<file path="config.mk">
export PLATFORM = sky130hd
export DESIGN_NAME = alu_seq
export DESIGN_NICKNAME = d
export VERILOG_FILES = /design/src/rtl/alu_seq.sv
export SDC_FILE = /design/constraint.sdc
export NUM_CORES = 1
export LEC_CHECK = 0
export CORE_MARGIN = 3
export CORE_UTILIZATION = 55
export CTS_BUF_LIST = sky130_fd_sc_hd__clkbuf_16
export DETAILED_ROUTE_END_ITERATION = 8
export PLACE_DENSITY = 0.85
export SLEW_MARGIN = 40
export SYNTH_ARGS = -nofsm -noshare
export SYNTH_HDL_FRONTEND = slang
export SYNTH_SLANG_ARGS = --single-unit
</file>
<file path="constraint.sdc">
create_clock -name clk_2 -period 7.8 [get_ports clk_2]
set_input_delay 1.95 -clock clk_2 [delete_from_list [all_inputs] [get_ports clk_2]]
set_output_delay 1.95 -clock clk_2 [all_outputs]
set_load 0.01 [all_outputs]
</file>
<file path="src/rtl/alu_seq.sv">
// rtl/alu_seq.sv - sequential ALU: single-cycle logic/arith ops, NBITS-cycle shift-add multiply
module alu_seq #(
    parameter int NBITS      = 8,
    parameter bit SIGNED_SLT = 1'b0
) (
    input  logic             clk_2,
    input  logic             rst_n,
    input  logic             in_valid,
    output logic             in_ready,
    input  logic [2:0]       op,
    input  logic [NBITS-1:0] a,
    input  logic [NBITS-1:0] b,
    output logic             out_valid,
    input  logic             out_ready,
    output logic [NBITS-1:0] result,
    output logic [NBITS-1:0] result_hi,
    output logic             flag_z,
    output logic             flag_n,
    output logic             flag_c,
    output logic             flag_v
);

    localparam int CW = (NBITS > 2) ? $clog2(NBITS) : 1;
    localparam logic [CW-1:0] CNT_LAST = CW'(NBITS - 1);

    localparam logic [2:0] OP_AND  = 3'b000;
    localparam logic [2:0] OP_OR   = 3'b001;
    localparam logic [2:0] OP_ADD  = 3'b010;
    localparam logic [2:0] OP_MUL  = 3'b011;
    localparam logic [2:0] OP_ANDN = 3'b100;
    localparam logic [2:0] OP_ORN  = 3'b101;
    localparam logic [2:0] OP_SUB  = 3'b110;
    localparam logic [2:0] OP_SLT  = 3'b111;

    typedef enum logic [1:0] {
        S_IDLE,
        S_MUL,
        S_DONE
    } state_t;

    state_t             state;
    logic [CW-1:0]      cnt;
    logic [2*NBITS-1:0] mcand;
    logic [NBITS-1:0]   mplier;
    logic [2*NBITS-1:0] acc;

    logic [NBITS:0]     sum_ext;
    logic [NBITS:0]     diff_ext;
    logic               lt;
    logic [NBITS-1:0]   alu_res;
    logic               alu_c;
    logic               alu_v;
    logic [2*NBITS-1:0] acc_next;

    assign in_ready  = (state == S_IDLE);
    assign out_valid = (state == S_DONE);

    // Single-cycle datapath works straight off the input bundle; its result is captured on accept.
    always_comb begin
        sum_ext  = {1'b0, a} + {1'b0, b};
        diff_ext = {1'b0, a} - {1'b0, b};
        if (SIGNED_SLT)
            lt = ($signed(a) < $signed(b));
        else
            lt = (a < b);
        alu_res = '0;
        alu_c   = 1'b0;
        alu_v   = 1'b0;
        case (op)
            OP_AND:  alu_res = a & b;
            OP_OR:   alu_res = a | b;
            OP_ADD: begin
                alu_res = sum_ext[NBITS-1:0];
                alu_c   = sum_ext[NBITS];
                alu_v   = (a[NBITS-1] == b[NBITS-1]) && (sum_ext[NBITS-1] != a[NBITS-1]);
            end
            OP_ANDN: alu_res = a & ~b;
            OP_ORN:  alu_res = a | ~b;
            OP_SUB: begin
                alu_res = diff_ext[NBITS-1:0];
                alu_c   = diff_ext[NBITS];
                alu_v   = (a[NBITS-1] != b[NBITS-1]) && (diff_ext[NBITS-1] != a[NBITS-1]);
            end
            OP_SLT:  alu_res = {{(NBITS-1){1'b0}}, lt};
            default: alu_res = '0;
        endcase
    end

    // The multiplier is consumed LSB first while the multiplicand shifts left alongside it.
    always_comb begin
        acc_next = acc + (mplier[0] ? mcand : '0);
    end

    always_ff @(posedge clk_2) begin
        if (!rst_n) begin
            state     <= S_IDLE;
            cnt       <= '0;
            mcand     <= '0;
            mplier    <= '0;
            acc       <= '0;
            result    <= '0;
            result_hi <= '0;
            flag_z    <= 1'b0;
            flag_n    <= 1'b0;
            flag_c    <= 1'b0;
            flag_v    <= 1'b0;
        end else begin
            case (state)
                S_IDLE: begin
                    if (in_valid) begin
                        if (op == OP_MUL) begin
                            mcand  <= {{NBITS{1'b0}}, a};
                            mplier <= b;
                            acc    <= '0;
                            cnt    <= '0;
                            state  <= S_MUL;
                        end else begin
                            result    <= alu_res;
                            result_hi <= '0;
                            flag_z    <= (alu_res == '0);
                            flag_n    <= alu_res[NBITS-1];
                            flag_c    <= alu_c;
                            flag_v    <= alu_v;
                            state     <= S_DONE;
                        end
                    end
                end
                S_MUL: begin
                    acc    <= acc_next;
                    mcand  <= mcand << 1;
                    mplier <= mplier >> 1;
                    if (cnt == CNT_LAST) begin
                        cnt       <= '0;
                        result    <= acc_next[NBITS-1:0];
                        result_hi <= acc_next[2*NBITS-1:NBITS];
                        flag_z    <= (acc_next == '0);
                        flag_n    <= acc_next[2*NBITS-1];
                        flag_c    <= 1'b0;
                        flag_v    <= 1'b0;
                        state     <= S_DONE;
                    end else begin
                        cnt <= cnt + 1'b1;
                    end
                end
                S_DONE: begin
                    if (out_ready)
                        state <= S_IDLE;
                end
                default: state <= S_IDLE;
            endcase
        end
    end

endmodule

</file>
Yosys cells after proc, flatten, opt, wreduce, memory -nomap -nowiden
Index checks and enable logic that the tools add are counted.
Widths: inputs -> output; s select.
{ "classes": {"magnitude_cmp": 1, "n_eq_ne": 19, "reduce_logical": 10, "addsub": 4, "n_mux": 45, "bitwise": 5} }
{ "ops": {"columns": ["operator", "count"], "rows": [
  ["$mux 16", 5],
  ["$mux 8", 8],
  ["$pmux 16 s2", 2],
  ["$pmux 8 s7", 1],
  ["$pmux 8 s2", 3],
  ["$add 16x16->16", 1],
  ["$and 8x8->8", 2],
  ["$logic_not 16->1", 1],
  ["$or 8x8->8", 2],
  ["$eq 3x3->1 const B", 5],
  ["$pmux 1 s2", 6],
  ["$mux 1", 11],
  ["$add 8x8->9", 1],
  ["$mux 3", 3],
  ["$sub 8x8->9", 1],
  ["$logic_not 8->1", 1],
  ["$lt 8x8->1", 1],
  ["$mux 2", 4],
  ["$not 8->8", 1],
  ["$eq 3x2->1 const B", 2],
  ["$ne 2x2->1 const B", 3],
  ["$pmux 2 s3", 1],
  ["$pmux 3 s2", 1],
  ["$reduce_and 3->1", 2],
  ["12 further kinds", 16]
]} }
{ "word_totals": {"elab_cells": 95, "ff_bits": 65} }

Longest topological paths before layout
{ "logic_depth": {"word_depth": 7, "depth_mapped": 11, "ltp_nobuf": 11} }

Worst setup path before layout
No wires, ideal clock.
{ "synth_path": {"path_type": "in2reg", "start": "input port a[0]", "end": "register flag_z", "t_required_ns": 7.716, "n_path_buf": 0, "cell_stages": 11, "setup_time_ns": 0.084, "arrival_time_ns": 3.727, "path_slack_ns": 3.989, "path_cell_list": "inv_1 -> ha_1 -> fa_1 -> nand2b_1 -> a21oi_1 -> a22oi_1 -> xnor2_1 -> a31oi_1 -> o2111ai_1 -> o31a_1 -> o31ai_2"} }
{ "synth_between": {"elab_chain_len": 6, "word_cells_on_any_way": 12} }
{ "synth_lines": {"columns": ["item", "line_no", "rtl"], "rows": [
  ["start: declaration", "11", "input logic [NBITS-1:0] a,"],
  ["$sub 8x8->9 (tied with other cells)", "61", "diff_ext = {1'b0, a} - {1'b0, b};"],
  ["$pmux 8 s7 (*)", "69", "case (op)"],
  ["$logic_not 8->1 (*)", "120", "flag_z <= (alu_res == '0);"],
  ["$mux 1 (*)", "111", "if (op == OP_MUL) begin"],
  ["$mux 1 (*)", "110", "if (in_valid) begin"],
  ["$pmux 1 s2 (*)", "108", "case (state)"],
  ["end signal: assignment", "120", null],
  ["end signal: assignment", "136", "flag_z <= (acc_next == '0);"],
  ["end: declaration", "17", "output logic flag_z,"]
]} }
Mark *: on every way between the ends. The rest lies on a longest branch, timed or not. The select of a mux whose other input is x is not followed.
A chain may end at the register's enable or synchronous reset.

Worst setup path after layout
{ "layout_path": {"start": "input port b[1]", "end": "register flag_z"} }
{ "layout_between": {"elab_chain_len": 7, "word_cells_on_any_way": 13} }
{ "layout_lines": {"columns": ["item", "line_no", "rtl"], "rows": [
  ["start: declaration", "12", "input logic [NBITS-1:0] b,"],
  ["parallel branches: the longest is 2 deep, another holds $sub 8x8->9", null, null],
  ["$pmux 8 s7 (*)", "69", null],
  ["$logic_not 8->1 (*)", "120", null],
  ["$mux 1 (*)", "111", null],
  ["$mux 1 (*)", "110", null],
  ["$pmux 1 s2 (*)", "108", null]
]} }
Mark *: on every way between the ends. The select of a mux whose other input is x is not followed.

==> flow_metrics.tcl <==
set metrics [dict create \
    status "completed" \
    peakVddDrop_uv 90.17 \
    clk_pin_slew_ns 0.06 \
    netlist-cell-type-count 65 \
    cp_slowest_cell "clkdlybuf4s50_1" \
    clock_sinks 65 \
    crit_chain "clkdlybuf4s50_1 > inv_1 > ha_1 > nor2b_1 > o2111ai_1 > a31oi_1 > a31oi_1 > a2111oi_2 > o2111ai_1 > o31a_1 > o31ai_2" \
    grt_remaining_overflow 0 \
    grt_max_degree 62 \
    relSlewSlack 0.5660 \
    async_flop_share 0 \
    powerDensity_nw_per_um2 181.4 \
    clkLatencyLatePin_ns 0.33 \
    tritoncts "yes" \
    p_int_w 0.0007132 \
    hold_viol_final 0 \
    num_io_pins 45 \
    route.detailed.drc 0 \
    hold_buffers 0 \
    finClkSkew_ns 0.006386 \
    avgSynthCellArea_sq_um 7.760 \
    place_hpwl_microns 8531 \
    vias_per_cell 6.161 \
    grt_pass1_vias 3950 \
    seq_power_share 0.366 \
    fmax_mhz 219.2 \
    critPathMaxFanout 6 \
    gp_congestion 0.9379 \
    vias 4356 \
    wl_per_cell_microns 17.04 \
    globalRouteTotalUtil 0.2678 \
    slew_viol_final 0 \
    regArea_sq_um 1301 \
    synth-seq-area-share 0.2921 \
    area_growth_pct 18.23 \
    slowest_delay_ns 0.65 \
    final_nets 659 \
    cp.arrival_ns 4.80 \
    core_area_sq_um 7807 \
    start_util 0.5705 \
    rows 32 \
    switching_share 0.2536 \
    ant_nets 0 \
    synthCells 574 \
    cts_buffers 9 \
    crit_type "input port to register" \
    rsz0062_at_grt "no" \
    crit_path_end_kind "register" \
    cts_root_buf "clkbuf_16" \
    multiInputGateArea_sq_um 2952 \
    p_leak_nw 2.069 \
    ys_warn_count 0 \
    timing.final.crit_share 0.5848 \
    finalSetupViolCount 0 \
    synth-edff-count 0 \
    dieWidth_microns 95.99 \
    drtIter0Drc 334 \
    setup-tns-final_ns 0 \
    cts-resized-gates 0 \
    worstPathRequired_ns 8.04 \
    comb_power_share 0.157 \
    synth_fp_nets 633 \
    min_path_type "register to register" \
    ys_ff_latch 65 \
    finalCriticalPeriod_ns 4.561 \
    dpl.cell_count 691 \
    portBuffers 44 \
    post_cts_buffers 0 \
    start_kind "input port" \
    htree_levels 3 \
    worstMarginPinSlew_ns 0.6494 \
    layout.cells.non_filler 707 \
    synth_ff_type "dfxtp_1" \
    cts.path.max_buffers 2 \
    fp.dieH_microns 95.99 \
    diodes 0 \
    wirelength_microns 12050 \
    p_clk_frac 0.477 \
    grt_pass1_wl_microns 19260 \
    drive_above_1_share 0.06281 \
    syn_area_sq_um 4454 \
    power_switching_w 0.0002423 \
    num-fill-cells 667 \
    dr.pass1.iters 8 \
    maxCapViolCount 0 \
    fp.dieArea_sq_um 9214 \
    antenna_found_initial 0 \
]
power by group through the flow:
| stage | Clock [W] | Sequential [W] | Combinational, W |
|---|---|---|---|
| final | 0.000456 | 0.000349 | 0.000150 |
| after global routing | 0.000474 | 0.000351 | 0.000164 |
| after CTS | 0.000459 | 0.000349 | 0.000148 |
| after detailed placement | 0 | 0.000356 | 0.000147 |
| after global placement | 0 | 0.000356 | 0.000144 |
| after floorplan | 0 | 0.000356 | 0.0000946 |
Yosys cell counts (all sizes together) (3+ instances only):
cell,instances,share of area
o211ai,8,0.013
a21oi,52,0.058
clkbuf,26,0.022
nand2,69,0.060
a22oi,22,0.037
nor4,3,0.0056
nor2b,5,0.0070
o22ai,3,0.0042
nand2b,8,0.011
xnor2,16,0.031
a311oi,14,0.028
ha,33,0.093
o21ai,18,0.021
xor2,11,0.022
buf,8,0.0096
inv,19,0.016
nor2,83,0.070
maj3,5,0.012
fa,3,0.013
a21o,4,0.0067
a31oi,6,0.0084
o31ai,5,0.0096
o21bai,5,0.0093
o2111ai,3,0.0059
a211oi,10,0.022
a2111oi,3,0.0073
nand3,13,0.015
dfxtp,65,0.29
and2,18,0.025
nor3,8,0.0090
layout by cell type (no fill, tap or decap), types with 4 or more instances in the layout:
cell type and instances:
o211ai_1 8, nand2_1 68, nor2b_1 5, o21bai_1 4, a21o_1 4, o21ai_1 8, nor2_1 82, xor2_1 11
dfxtp_1 65, and2_1 18, buf_4 5, a31oi_1 6, xnor2_1 16, maj3_1 4, o21ai_0 9, a22oi_1 22
a311oi_1 14, a211oi_2 5, nand2b_1 7, a211oi_1 5, o31ai_1 4, clkbuf_16 9, ha_1 33, a21oi_1 52
nand3_1 13, nor3_1 8, inv_1 19, clkdlybuf4s50_1 44
worst max-delay path, delay by kind of cell:
family,cells,cell delay [ns]
AO/OA/AOI/OAI,7,1.63
buffers and inverters,2,0.74
adder cells (fa/ha/maj),1,0.35
AND/OR/NAND/NOR,1,0.14
state kept, by name (all words and copies together), names as in the netlist:
name,flops
acc,16
cnt,3
flag_c,1
flag_n,1
flag_v,1
flag_z,1
mcand,16
mplier,8
result,8
result_hi,8
state,2
stage by stage:
stage / total power [W] / worst slack [ns] / instance area [sq um] / hold WS, ns / utilization
after floorplan: 0.0004502 / 3.989 / 4454 / 0.4321 / -
after global placement: 0.0004996 / 3.111 / 4922 / 0.4401 / 0.6304
after detailed placement: 0.0005037 / 2.969 / 4930 / 0.4479 / 0.6314
after CTS: 0.0009561 / 3.294 / 5266 / 0.4539 / 0.6745
after global routing: 0.0009885 / 3.093 / 5266 / 0.4734 / 0.6745
final: 0.0009556 / 3.239 / 5266 / 0.4507 / 0.6745
area by class of cell:
class	count	area share
clock buffers	9	0.04277
clock inverters	7	0.02115
inverters	19	0.01354
multi-input cells	456	0.5605
flip-flops and latches	65	0.2471
well taps	102	0.02423
repair buffers	49	0.09076
logic make-up after synthesis:
| kind of cell | Yosys count | share of synthesized area |
|---|---|---|
| compound gates | 166 | 0.2593 |
| xor+xnor | 27 | 0.05309 |
| fa+ha+maj | 41 | 0.1177 |
| buf+inv | 53 | 0.04747 |
| flops | 65 | 0.2921 |
| mux | 2 | 0.004775 |
| simple gates | 220 | 0.2256 |
metal layers:
metal,global-route usage,vias to the layer above,part of all wire
met2,0.4393,164,0.48
met4,0.07701,0,0.022
li1,-,2100,-
met1,0.3547,2062,0.44
met5,0,-,0
met3,0.05473,30,0.056
worst paths after layout:
kind / slack [ns] / to / from / cells after the start
worst min register to register: 0.45 / result[0]$_SDFFE_PN0P_ / result[0]$_SDFFE_PN0P_ / 2
worst max-delay path: 3.24 / flag_z$_SDFFE_PN0P_ / b[1] / 11
worst min-delay path: 0.45 / result[0]$_SDFFE_PN0P_ / result[0]$_SDFFE_PN0P_ / 2
worst max register to register: 4.64 / flag_z$_SDFFE_PN0P_ / mplier[0]$_SDFFE_PN0P_ / 11
(Power assumes the default switching activity.)
